==> config.mk <==
export PLATFORM = sky130hd
export DESIGN_NAME = rv_exec_unit
export DESIGN_NICKNAME = d
export VERILOG_FILES = /design/src/rtl/rv_exec_pkg.sv /design/src/rtl/rv_alu.sv /design/src/rtl/rv_exec_unit.sv
export SDC_FILE = /design/constraint.sdc
export NUM_CORES = 1
export LEC_CHECK = 0
export CAP_MARGIN = 20
export CORE_MARGIN = 1.5
export CORE_UTILIZATION = 30
export DETAILED_ROUTE_END_ITERATION = 10
export MAX_ROUTING_LAYER = met4
export REMOVE_ABC_BUFFERS = 1
export SETUP_SLACK_MARGIN = 0.1
export SLEW_MARGIN = 20
export SYNTH_ARGS = -nofsm -noshare
export SYNTH_HDL_FRONTEND = slang
export SYNTH_SLANG_ARGS = --single-unit
==> constraint.sdc <==
create_clock -name clk -period 4.8 [get_ports clk]
set_input_delay 0.48 -clock clk [delete_from_list [all_inputs] [get_ports clk]]
set_output_delay 0.48 -clock clk [all_outputs]
set_load 0.05 [all_outputs]
==> src/rtl/rv_exec_pkg.sv <==
// rv_exec_pkg: shared ALU/branch encodings and the default IO base address
package rv_exec_pkg;
  localparam logic [3:0] ALU_ADD    = 4'd0;
  localparam logic [3:0] ALU_SUB    = 4'd1;
  localparam logic [3:0] ALU_SLL    = 4'd2;
  localparam logic [3:0] ALU_SLT    = 4'd3;
  localparam logic [3:0] ALU_SLTU   = 4'd4;
  localparam logic [3:0] ALU_XOR    = 4'd5;
  localparam logic [3:0] ALU_SRL    = 4'd6;
  localparam logic [3:0] ALU_SRA    = 4'd7;
  localparam logic [3:0] ALU_OR     = 4'd8;
  localparam logic [3:0] ALU_AND    = 4'd9;
  localparam logic [3:0] ALU_PASS_B = 4'd10;
  localparam logic [2:0] BR_NEVER  = 3'd0;
  localparam logic [2:0] BR_EQ     = 3'd1;
  localparam logic [2:0] BR_NE     = 3'd2;
  localparam logic [2:0] BR_LT     = 3'd3;
  localparam logic [2:0] BR_GE     = 3'd4;
  localparam logic [2:0] BR_LTU    = 3'd5;
  localparam logic [2:0] BR_GEU    = 3'd6;
  localparam logic [2:0] BR_ALWAYS = 3'd7;
  localparam logic [31:0] IO_BASE_DEF = 32'h8000_0000;
endpackage

==> src/rtl/rv_alu.sv <==
// rv_alu: combinational 32-bit RV32I ALU, unused op codes yield zero
module rv_alu
  import rv_exec_pkg::*;
(
  input  logic [31:0] alu_a,
  input  logic [31:0] alu_b,
  input  logic [3:0]  alu_op,
  output logic [31:0] alu_out
);
  logic [4:0] sh;
  assign sh = alu_b[4:0];
  always_comb begin
    alu_out = 32'd0;
    case (alu_op)
      ALU_ADD:    alu_out = alu_a + alu_b;
      ALU_SUB:    alu_out = alu_a - alu_b;
      ALU_SLL:    alu_out = alu_a << sh;
      ALU_SLT:    alu_out = {31'd0, $signed(alu_a) < $signed(alu_b)};
      ALU_SLTU:   alu_out = {31'd0, alu_a < alu_b};
      ALU_XOR:    alu_out = alu_a ^ alu_b;
      ALU_SRL:    alu_out = alu_a >> sh;
      ALU_SRA:    alu_out = $unsigned($signed(alu_a) >>> sh);
      ALU_OR:     alu_out = alu_a | alu_b;
      ALU_AND:    alu_out = alu_a & alu_b;
      ALU_PASS_B: alu_out = alu_b;
      default:    alu_out = 32'd0;
    endcase
  end
endmodule

==> src/rtl/rv_exec_unit.sv <==
// rv_exec_unit: execute stage with ALU, branch compare, mem/IO decode and wait-state sequencer
module rv_exec_unit
  import rv_exec_pkg::*;
#(
  parameter logic [31:0] IO_BASE = IO_BASE_DEF,
  parameter int unsigned WAIT_CYCLES = 1
) (
  input  logic        clk,
  input  logic        rst_n,
  input  logic [31:0] alu_a,
  input  logic [31:0] alu_b,
  input  logic [3:0]  alu_op,
  output logic [31:0] alu_out,
  input  logic [31:0] rs1_value,
  input  logic [31:0] rs2_value,
  input  logic [2:0]  branch_cond,
  output logic        branch,
  input  logic        data_read_en,
  input  logic        data_write_en,
  input  logic [2:0]  data_size,
  output logic [31:0] mem_address,
  output logic [31:0] mem_write_value,
  output logic        mem_read_en,
  output logic        mem_write_en,
  output logic [2:0]  mem_data_size,
  output logic [31:0] io_address,
  output logic [31:0] io_write_value,
  output logic        io_read_en,
  output logic        io_write_en,
  output logic [2:0]  io_data_size,
  output logic        is_io,
  output logic        bus_busy
);
  localparam logic [2:0] WAIT_N = 3'(WAIT_CYCLES);
  logic [2:0] cnt_q, cnt_d;
  logic addr_io, req, eq, lt, ltu;
  rv_alu u_alu (.alu_a(alu_a), .alu_b(alu_b), .alu_op(alu_op), .alu_out(alu_out));
  assign eq  = rs1_value == rs2_value;
  assign lt  = $signed(rs1_value) < $signed(rs2_value);
  assign ltu = rs1_value < rs2_value;
  always_comb begin
    branch = 1'b0;
    case (branch_cond)
      BR_EQ:     branch = eq;
      BR_NE:     branch = ~eq;
      BR_LT:     branch = lt;
      BR_GE:     branch = ~lt;
      BR_LTU:    branch = ltu;
      BR_GEU:    branch = ~ltu;
      BR_ALWAYS: branch = 1'b1;
      default:   branch = 1'b0;
    endcase
  end
  assign addr_io         = alu_out >= IO_BASE;
  assign req             = data_read_en | data_write_en;
  assign is_io           = addr_io & req;
  assign mem_address     = alu_out;
  assign io_address      = alu_out;
  assign mem_write_value = rs2_value;
  assign io_write_value  = rs2_value;
  assign mem_data_size   = data_size;
  assign io_data_size    = data_size;
  // Enables are held off during the wait state so the access fires exactly once.
  assign bus_busy     = req & (cnt_q < WAIT_N);
  assign mem_read_en  = data_read_en  & ~addr_io & ~bus_busy;
  assign io_read_en   = data_read_en  &  addr_io & ~bus_busy;
  assign mem_write_en = data_write_en & ~addr_io & ~bus_busy;
  assign io_write_en  = data_write_en &  addr_io & ~bus_busy;
  always_comb cnt_d = bus_busy ? cnt_q + 3'd1 : 3'd0;
  always_ff @(posedge clk or negedge rst_n)
    if (!rst_n) cnt_q <= 3'd0;
    else        cnt_q <= cnt_d;
endmodule

**Word level (Yosys, flattened, before mapping)**

Cells that the tools add are included.
W data, S select, Z words.

- Register bits: 3
- Input port bits: 142
- Output and inout port bits: 173
- Logic and storage cells: 54

- $add $sub $neg: 3
- Magnitude comparators: 6
- Eq/ne operators: 18
- Shift-type cells: 3
- Multiplexer cells: 3
- Bitwise operators: 19
- Reduce and logical (&&, ||, !) cells: 1

Operator list:

| cell | count |
|---|---|
| $pmux W32 S11 | 1 |
| $lt A32 B32 Y1 | 4 |
| $add A32 B32 Y32 | 1 |
| $and A32 B32 Y32 | 1 |
| $eq A32 B32 Y1 | 1 |
| $ge A32 B32 Y1 const B | 1 |
| $or A32 B32 Y32 | 1 |
| $shl A32 B5 Y32 | 1 |
| $shr A32 B5 Y32 | 1 |
| $sshr A32 B5 Y32 | 1 |
| $sub A32 B32 Y32 | 1 |
| $xor A32 B32 Y32 | 1 |
| $eq A4 B3 Y1 const B | 4 |
| $eq A3 B3 Y1 const B | 4 |
| $eq A4 B4 Y1 const B | 3 |
| $and A1 B1 Y1 | 10 |
| $eq A4 B2 Y1 const B | 2 |
| $pmux W1 S7 | 1 |
| $eq A3 B2 Y1 const B | 2 |
| $not A1 Y1 | 5 |
| $eq A4 B1 Y1 const B | 1 |
| $logic_not A4 Y1 | 1 |
| $add A3 B1 Y3 const B | 1 |
| $eq A3 B1 Y1 const B | 1 |
| 3 further kinds | 3 |

**Logic depth before layout (Yosys ltp)**

Gate-level depths: netlist (run 1).

- Word-level depth: 6
- Depth in mapped cells: 16
- Depth with buffers taken out: 13

**By module**

From an unflattened synthesis (run 1), not the netlist that was laid out.

- Cells, all modules: 1,713
- Area total of the unflattened synthesis: 11,373.4 sq um

By module, submodules not included:

| module | instances | cells each | area each (sq um) | seq. area each (sq um) |
|---|---|---|---|---|
| rv_alu | 1 | 1,434 | 9,282.7 | 0.0 |
| rv_exec_unit | 1 | 279 | 2,090.8 | 75.1 |

**Worst setup path after synthesis (run 1)**

No wires, ideal clock.

- Path type: input to output
- Start: in alu_b[2]
- End: out io_address[28]
- Arrival: 5,009 ps
- Data required time: 4,320 ps
- Slack: -689 ps
- Stages: 16
- Path buffers: 5
- Cell sequence: clkinv_1 buf_2 buf_1 clkbuf_1 ha_1 clkbuf_1 a211o_1 a211oi_1 o21bai_1 a31oi_1 nor3_1 a41oi_2 a21oi_1 mux2i_1 o21ai_0 buf_4

- Cells in the longest elaborated chain, start to end: 2
- Elaborated cells between the ends (all ways): 6
- Those cells by class: add/sub: 2; shift: 3; mux: 1

Ends and longest elaborated chain:

| element | line | source |
|---|---|---|
| start: declaration | rv_exec_unit.sv:11 | `input logic [31:0] alu_b,` |
| $sub A32 B32 Y32, or another cell as far along | rv_alu.sv:16 | `ALU_SUB: alu_out = alu_a - alu_b;` |
| $pmux W32 S11 * | rv_alu.sv:14 | `case (alu_op)` |
| end: declaration | rv_exec_unit.sv:26 | `output logic [31:0] io_address,` |

Every way passes the cells marked *; elsewhere a longest branch is shown, timed or not.

**Worst setup path after layout (run 1)**

- Start: in alu_op[1]
- End: out io_address[27]

- Cells in the longest elaborated chain, start to end: 2
- Elaborated cells between the ends (all ways): 12
- Those cells by class: eq/ne: 10; mux: 1; reduce/logical: 1

Ends and longest elaborated chain:

| element | line | source |
|---|---|---|
| start: declaration | rv_exec_unit.sv:12 | `input logic [3:0] alu_op,` |
| $eq A4 B4 Y1, or another cell as far along | rv_alu.sv:14 |  |
| $pmux W32 S11 * | rv_alu.sv:14 |  |

Marks and branches as above.

==> results of run 1 <==
synthesized netlist by cell type (10+ instances only):
master,n
ha_1,130
mux2_2,20
mux2i_1,49
a22oi_1,14
a22o_1,10
a31oi_1,12
o21a_1,16
nand2_1,125
a21oi_1,142
buf_4,137
and2_1,11
a21o_1,34
a211oi_1,32
or3_1,16
a2111oi_0,12
nor2_1,177
nand4_1,17
o211ai_1,18
inv_1,127
o21ai_0,102
clkbuf_1,67
a221oi_1,18
mux4_2,37
buf_1,15
nand3_1,33
nor3_1,46
buf_2,21
nand2b_1,12
o22ai_1,27
nor2b_1,16
o31ai_1,10
o21bai_1,12
what timing repair did:
| item | 4_1_cts | 5_1_grt |
|---|---|---|
| pin swaps | 1 | 6 |
| setup endpoints to repair | 10 | 32 |
| hold buffers | 0 | 0 |
| setup buffers | 1 | 3 |
| resized for setup | 5 | 20 |
| endpoints found under the hold margin | 0 | 0 |
placed cells by master (no fill, tap or decap), drive strengths merged, types with 48 or more instances in the layout:
master,n
buf,279
clkdlybuf4s50,199
nor2,177
a21oi,143
ha,130
inv,128
nand2,125
o21ai,104
mux2i,49
nor3,48
per-layer routing:
metal | up-vias | global-route usage (%)
li1 | 6517 | -
met1 | 6904 | 37.9
met2 | 975 | 49.2
met3 | 163 | 5.54
met4 | 0 | 14.8
met5 | - | -
report_power, final:
part | switching, W | total [W] | internal (W)
registers | 0.00000333 | 0.0000365 | 0.0000332
logic | 0.00171 | 0.00283 | 0.00112
clock network | 0.0000255 | 0.000135 | 0.000110
total | 0.00174 | 0.00300 | 0.00126
worst max path at each step:
stage / start / to / cells after the start
3_3_place_gp: alu_a[0] / mem_address[26] / 13
5_1_grt: alu_a[0] / mem_address[30] / 16
4_1_cts: alu_b[4] / io_address[29] / 15
2_1_floorplan: alu_op[0] / alu_out[12] / 3
6_report: alu_op[1] / io_address[27] / 12
3_5_place_dp: alu_a[0] / io_address[26] / 13
stage by stage:
stage | worst slack [ps] | TNS, ps | hold slack, ps | utilization (%) | power [W]
after floorplan | -2340 | -88540 | 184 | - | 0.00137
after global placement | -49.4 | -147 | 568 | 41.5 | 0.00279
after detailed placement | -53.1 | -157 | 570 | 41.5 | 0.00280
after CTS | 152 | 0 | 446 | 41.8 | 0.00295
after global routing | 100 | 0 | 447 | 42.1 | 0.00314
final | 198 | 0 | 447 | 42.1 | 0.00300
cell type report:
class                           count  area [sq um]  share of cell area (%)
Clock buffer                        4          78.8                   0.500
Timing Repair Buffer              479          5060                    32.1
Inverter                          131           492                    3.12
Tap cell                          511           639                    4.05
Sequential cell                     3          75.1                   0.476
Multi-Input combinational cell   1290          9430                    59.8
logic make-up after synthesis:
family,synth area share (%)
muxes,14.1
xor gates and xnor gates,0.231
buffers and inverters,17.5
AOI/OAI and AO/OA,33.2
and+or+nand+nor,19.6
adders and majority gates,14.6
DFF,0.659
==> impl_metrics.tcl, run 1 <==
set metrics [dict create \
    outcome "complete, no violations" \
    wirelength_um 61400 \
    largest_reg_flops 3 \
    routabilityCongestion 1.10 \
    synth_cell_types 84 \
    worstSetupStartpointType "input port" \
    drc 0 \
    met3_length_um 6520 \
    root_buffer "clkbuf_16" \
    fin_worst_skew_ps 2.54 \
    cp_num_buf_inv 4 \
    grt_pass1_vias 13864 \
    worstMarginPinSlew_ps 1060 \
    final_area_sq_um 15800 \
    clock_sinks 3 \
    dpl_cell_area_sq_um 15600 \
    ir_drop_mv 0.187 \
    first_iter_violations 1825 \
    grt.total_usage_pct 31.0 \
    max_freq_mhz 217 \
    die_y_um 198 \
    grt_overflow 0 \
    fin_crit_ps 4600 \
    ys.flop_type "dfrtp_1" \
    io_buffers 305 \
    slew_headroom_pct 28.4 \
    hold_path.class "in2async" \
    cap_violations 0 \
    crit-reg2reg-launch "cnt_q[1]" \
    grt_max_degree 96 \
    nFillCells 3850 \
    path_class "in2out" \
    ant_nets 0 \
    drv_slew 0 \
    crit_family "compound AO/OA/AOI/OAI gates" \
    setup_viol 0 \
    dp_hpwl_um 50200 \
    fin_nets 2182 \
    clk_path_buf_depth 2 \
    reg2reg_to "cnt_q[2]" \
    min_period_over_period_pct 95.9 \
    seq_area_frac_synth_pct 0.659 \
    antenna_found_initial 0 \
    insertion_delay_ps 230 \
    instances_no_fill 2418 \
    slowest_delay_ps 870 \
    h-tree-depth 1 \
    row_count 71 \
    path_cells "clkdlybuf4s50_1, nand2b_1, nor2_2, buf_4, a222oi_1, o21ai_0, nor3_1, o21ai_0, a211oi_1, o221ai_1, buf_4, buf_12" \
    critPathMaxFanout 12 \
    r2r_setup_slack_ps 3490 \
    avgSynthCellArea_sq_um 6.82 \
    grt_setup_unrepaired "no" \
    floorplan.initialDensity_pct 30.4 \
    slowest_stage "clkdlybuf4s50_1" \
    finalHoldViolCount 0 \
    antenna_cells 0 \
    synthToLayoutAreaGrowth_pct 38.5 \
    arrival_ps 4120 \
    yosys.area.top_type_share_pct 14.3 \
    die_area_sq_um 39100 \
    reg_top3 "cnt_q x3" \
    grt_pass1_wl_um 88400 \
    cts_tree "built" \
    synth_top_area_cell "ha_1" \
    placed_cells 2410 \
    die_w_um 198 \
    cts-buffers-inserted 3 \
    powerDensity_nw_per_um2 190 \
    async_flop_share_pct 100 \
    wl_met1_um 23900 \
    core_sq_um 37500 \
    wl_met2_um 27500 \
    yosys_register_bits 3 \
    layout-drive-gt1-share_pct 19.9 \
    wire_per_inst_um 25.4 \
    clkTransAtPathRegs_ps 30 \
    synthTopCellsByArea "ha_1, buf_4, mux4_2" \
    synthCells 1669 \
    crit_required_ps 4320 \
    synth_enable_flop_cells 0 \
    top_layer_used "met4" \
    largest-register "cnt_q" \
    leakage_nw 6.97 \
    yosysWarnings 0 \
    ff2ff_path_depth 3 \
    drtPass1Iterations 6 \
    num_vias 14559 \
    num_io_pins 315 \
    vias_per_cell 6.02 \
    synth_area_sq_um 11400 \
    cp-end-kind "output pin" \
]
No activity file was read; power rests on OpenSTA's default activity.
==> run 2, diff against run 1 <==
Settings changed: CORE_UTILIZATION 30 to 46, PLACE_DENSITY set to 0.8.
==> run 2 against run 1 <==
  * Clock skew shrank 2.2 ps
  * First-iteration DRC count is 15% higher
  * Critical path depth rose by 2
  * Final area fell by 3.0%
  * Global-route usage up 15 points
  * Count of clock-buffer cells in the layout is the same
  * Highest routed layer unchanged
  * Critical path type unchanged
  * Largest power group unchanged
==> impl_metrics.tcl, run 2 (synthesis results as in run 1) <==
set metrics [dict create \
    ant_nets 0 \
    utilization_pct 63.0 \
    critPathMaxFanout 7 \
    final_cell_mix "clkdlybuf4s50_1, buf_4, nor2_1" \
    die_y_um 160 \
    clk_path_buf_depth 2 \
    num_vias 15161 \
    row_count 57 \
    cap_violations 0 \
    grt_max_degree 77 \
    hold_path.class "in2async" \
    vias_per_cell 6.83 \
    die_w_um 160 \
    crit_family "compound AO/OA/AOI/OAI gates" \
    max_freq_mhz 215 \
    cts-buffers-inserted 3 \
    floorplan.initialDensity_pct 46.8 \
    finalHoldViolCount 0 \
    path_cells "clkdlybuf4s50_1, clkinv_1, ha_1, nor2_1, a221o_1, a21oi_2, o21a_1, a211oi_1, buf_4, o2111ai_1, nand2_1, xnor2_1, o221ai_1, buf_12" \
    root_buffer "clkbuf_16" \
    wire_per_inst_um 27.3 \
    min_period_over_period_pct 96.9 \
    cts_tree "built" \
    leakage_nw 6.86 \
    slowest_stage "o221ai_1" \
    core_sq_um 24300 \
    wl_met1_um 21200 \
    grt.total_usage_pct 46.4 \
    met3_length_um 9080 \
    fin_nets 2164 \
    setup_ws_ps 150 \
    grt_pass1_wl_um 87800 \
    largest_reg_flops 3 \
    final_common_cell "clkdlybuf4s50_1" \
    insertion_delay_ps 220 \
    cts_setup_buffers 0 \
    slowest_delay_ps 590 \
    wirelength_um 60500 \
    worstMarginPinSlew_ps 1040 \
    first_iter_violations 2100 \
    grt_setup_unrepaired "no" \
    fin_crit_ps 4650 \
    layout-drive-gt1-share_pct 19.0 \
    top_layer_used "met4" \
    place_ws_ps 30.7 \
    drv_slew 0 \
    ir_drop_mv 0.210 \
    drc 0 \
    setup_viol 0 \
    dp_hpwl_um 48400 \
    num_io_pins 315 \
    crit_required_ps 4320 \
    outcome "complete, no violations" \
    path_class "in2out" \
    clock_sinks 3 \
    ctsHoldBuffers 0 \
    h-tree-depth 1 \
    clkTransAtPathRegs_ps 30 \
    die_area_sq_um 25700 \
    arrival_ps 4170 \
    io_buffers 305 \
    powerDensity_nw_per_um2 194 \
    worstSetupStartpointType "input port" \
    grt_overflow 0 \
    cp_num_buf_inv 4 \
    slew_headroom_pct 30.7 \
    routabilityCongestion 1.12 \
    grt_pass1_vias 14025 \
    drtPass1Iterations 6 \
    reg_top3 "cnt_q x3" \
    fin_worst_skew_ps 0.343 \
    wl_met2_um 25400 \
    largest-register "cnt_q" \
    cp-end-kind "output pin" \
    synthToLayoutAreaGrowth_pct 34.4 \
    fin_hold_ws_ps 454 \
    antenna_found_initial 6 \
]
==> run 2: changes by cell type in the layout (fill, tap and decap cells not counted), sizes merged <==
cell           before  now
buf               279  261
diode               0    6
clkdlybuf4s50     199  197
dlymetal6s2s        1    3
==> run 2: timing repair <==
item	CTS	global route
setup endpoints to repair	6	27
pin swaps	0	2
gates cloned	0	0
resized for setup	3	15
==> run 2: worst register-to-register path: stages, from the launching register on <==
cell	delay [ps]
dfrtp_1	370
or4_1	660
inv_1	150
and2_1	140
==> run 2: metrics by stage <==
step	area, sq um	cells	TNS, ps	total power, W
final	15300	2219	0	0.00297
after global routing	15300	2219	0	0.00308
after CTS	15200	2213	0	0.00290
after detailed placement	15100	2209	0	0.00275
after global placement	15100	2209	0	0.00272
after floorplan	9880	1424	-88540	0.00137
==> run 2: worst paths after layout <==
path,startpoint,endpoint,slack (ps),cells past startpoint
hold / removal,rst_n,cnt_q[2],450,1
max in group asynchronous,rst_n,cnt_q[0],4190,1
setup reg to reg,cnt_q[1],cnt_q[2],3420,3
min in group clk,cnt_q[1],cnt_q[1],590,2
hold reg to reg,cnt_q[1],cnt_q[1],590,2
setup / recovery,alu_b[4],io_address[27],150,14
==> run 2: power breakdown <==
part	leakage, nW	switching, W	internal [W]
Sequential	0.0394	0.00000395	0.0000332
Clock	0.0382	0.0000224	0.000110
Combinational	6.78	0.00172	0.00109
==> run 2: final cells by class <==
| type | instances | area (sq um) |
|---|---|---|
| flip-flops and latches | 3 | 75.1 |
| diodes | 6 | 15.0 |
| well taps | 324 | 405 |
| clock buffers | 4 | 78.8 |
| repair buffers | 461 | 4840 |
| inverters | 131 | 492 |
| fillers | 2177 | 9010 |
| multi-input cells | 1290 | 9410 |
==> run 2: metal layers <==
layer / track usage, % / vias to the layer above
met3: 15.8 / 301
met2: 69.0 / 1365
met4: 26.4 / 0
met1: 54.6 / 7024
li1: - / 6471
met5: - / -
==> RTL edit, RTL diff (config.mk and constraints of run 1) <==
Register the output `alu_out`; this adds one clock of latency there. The other outputs are not delayed to match.
--- a/src/rtl/rv_exec_unit.sv
+++ b/src/rtl/rv_exec_unit.sv
@@ -34,5 +34,7 @@
   localparam logic [2:0] WAIT_N = 3'(WAIT_CYCLES);
+
+  logic [31:0] alu_d;
   logic [2:0] cnt_q, cnt_d;
   logic addr_io, req, eq, lt, ltu;
-  rv_alu u_alu (.alu_a(alu_a), .alu_b(alu_b), .alu_op(alu_op), .alu_out(alu_out));
+  rv_alu u_alu (.alu_a(alu_a), .alu_b(alu_b), .alu_op(alu_op), .alu_out(alu_d));
   assign eq  = rs1_value == rs2_value;
@@ -53,7 +55,7 @@
   end
-  assign addr_io         = alu_out >= IO_BASE;
+  assign addr_io         = alu_d >= IO_BASE;
   assign req             = data_read_en | data_write_en;
   assign is_io           = addr_io & req;
-  assign mem_address     = alu_out;
-  assign io_address      = alu_out;
+  assign mem_address     = alu_d;
+  assign io_address      = alu_d;
   assign mem_write_value = rs2_value;
@@ -72,2 +74,6 @@
     else        cnt_q <= cnt_d;
+  always_ff @(posedge clk) begin
+    alu_out <= alu_d;
+  end
+
 endmodule
Check against the original RTL: not equivalent (Yosys sat finds a counterexample within 4 cycles, from zero or initial values and one cycle with rst_n low).
==> RTL edit against run 1 <==
Clock power rose to 2.8 times the old value; highest routed layer unchanged; area after synthesis up 3.5%; routed wire length down 1.7%; total power up 15%; sequential cell count up 32; worst setup slack better by 65 ps; via count about the same; cell area up 1.9%; sequential share of layout area up 4.0 points.
==> RTL edit: results <==
{
  "synth_xor_area_share_pct": 0.223,
  "status": "finished, final reports clean",
  "reg.largest.list": "alu_out: 32 flops, cnt_q: 3 flops",
  "syn_avg_cell_area_um2": 7.06,
  "largest_reg_flops": 32,
  "synthTopCellsByArea": "ha_1 (14%), mux4_2 (7.1%), buf_4 (6.7%)",
  "via_per_inst": 5.97,
  "peakVddDrop_v": 0.000202,
  "routed_wl_mm": 60.3,
  "grt_pass1_vias": 13840,
  "cp_max_fo": 4,
  "wl_per_cell_um": 24.7,
  "grt_pass1_wl_mm": 89.0,
  "power.leakage_uw": 0.00699,
  "drive_above_1_share_pct": 17.3,
  "synth_cell_types": 85,
  "synth_compound_area_share_pct": 32.1,
  "synth_adder_area_share_pct": 14.1,
  "grt_use_total_pct": 29.6,
  "path_clk_slew_ps": 60,
  "dpl_cell_area_um2": 15800,
  "reg2reg_slack_ps": 3480,
  "synthMuxAreaShare_pct": 13.6,
  "routabilityCongestion": 1.07,
  "dp_hpwl_mm": 48.6,
  "post-place-cells": 2427,
  "relSlewSlack_pct": 34.2,
  "critPathCapture": "mem_address[31]",
  "fin_ws_ps": 263,
  "skew_ps": 0.235,
  "arrival_ps": 4060,
  "synthTopCellsByCount": "nor2_1 (177), a21oi_1 (142), ha_1 (130), inv_1 (127), nand2_1 (125)",
  "cts-buffers-inserted": 5,
  "slowest_delay_ps": 520
}
## RTL edit: cell count changes in the layout (fill, tap and decap cells not counted), moves of 2 or more
cell / run 1 / this run
buf_12: 77 / 52
buf_4: 197 / 168
buf_6: 2 / 0
clkbuf_16: 3 / 5
clkdlybuf4s50_1: 199 / 231
dfxtp_1: 0 / 32
diode_2: 0 / 2
ha_1: 129 / 127
ha_2: 1 / 3
nor3_1: 43 / 41
nor3_2: 5 / 7
o21ai_1: 4 / 6
## RTL edit: cell families after synthesis
| logic type | Yosys count |
|---|---|
| buffers and inverters | 344 |
| AOI/OAI and AO/OA | 559 |
| DFF | 35 |
| adders and majority gates | 132 |
| muxes | 109 |
| xor gates and xnor gates | 3 |
| and+or+nand+nor | 487 |
## RTL edit: layout make-up
class                           instances  area [µm²]
Inverter                              131         492
Clock inverter                          1        5.00
Multi-Input combinational cell       1290        9430
Fill cell                            3983       22700
Sequential cell                        35         716
Antenna cell                            2        5.00
Clock buffer                            6         139
Timing Repair Buffer                  455        4640
Tap cell                              518         648
## RTL edit: power by group through the flow
stage                     registers (µW)  clock network (µW)  logic (µW)
final                                358                 379        2710
after global routing                 364                 398        2830
after CTS                            359                 397        2650
after detailed placement             365                   0        2640
after global placement               363                   0        2640
after floorplan                      528                   0        1170
## RTL edit: what timing repair did
item / CTS / global route
setup endpoints to repair: 2 / 29
gates resized for setup: 1 / 26
buffers inserted: 0 / 2
pin swaps: 0 / 3
## RTL edit: per-layer routing
layer | wire, µm | global-route usage [%]
met2 | 26200 | 44.3
met4 | 3000 | 13.1
met1 | 25000 | 38.5
met5 | 0 | -
met3 | 6180 | 5.86
## RTL edit: worst max-delay path: cells and delay by family
kind	cells	cell delay, ps
and+or+nand+nor	4	1190
buffers and inverters	5	1030
AOI/OAI and AO/OA	3	860
adders and majority gates	1	300
muxes	1	190
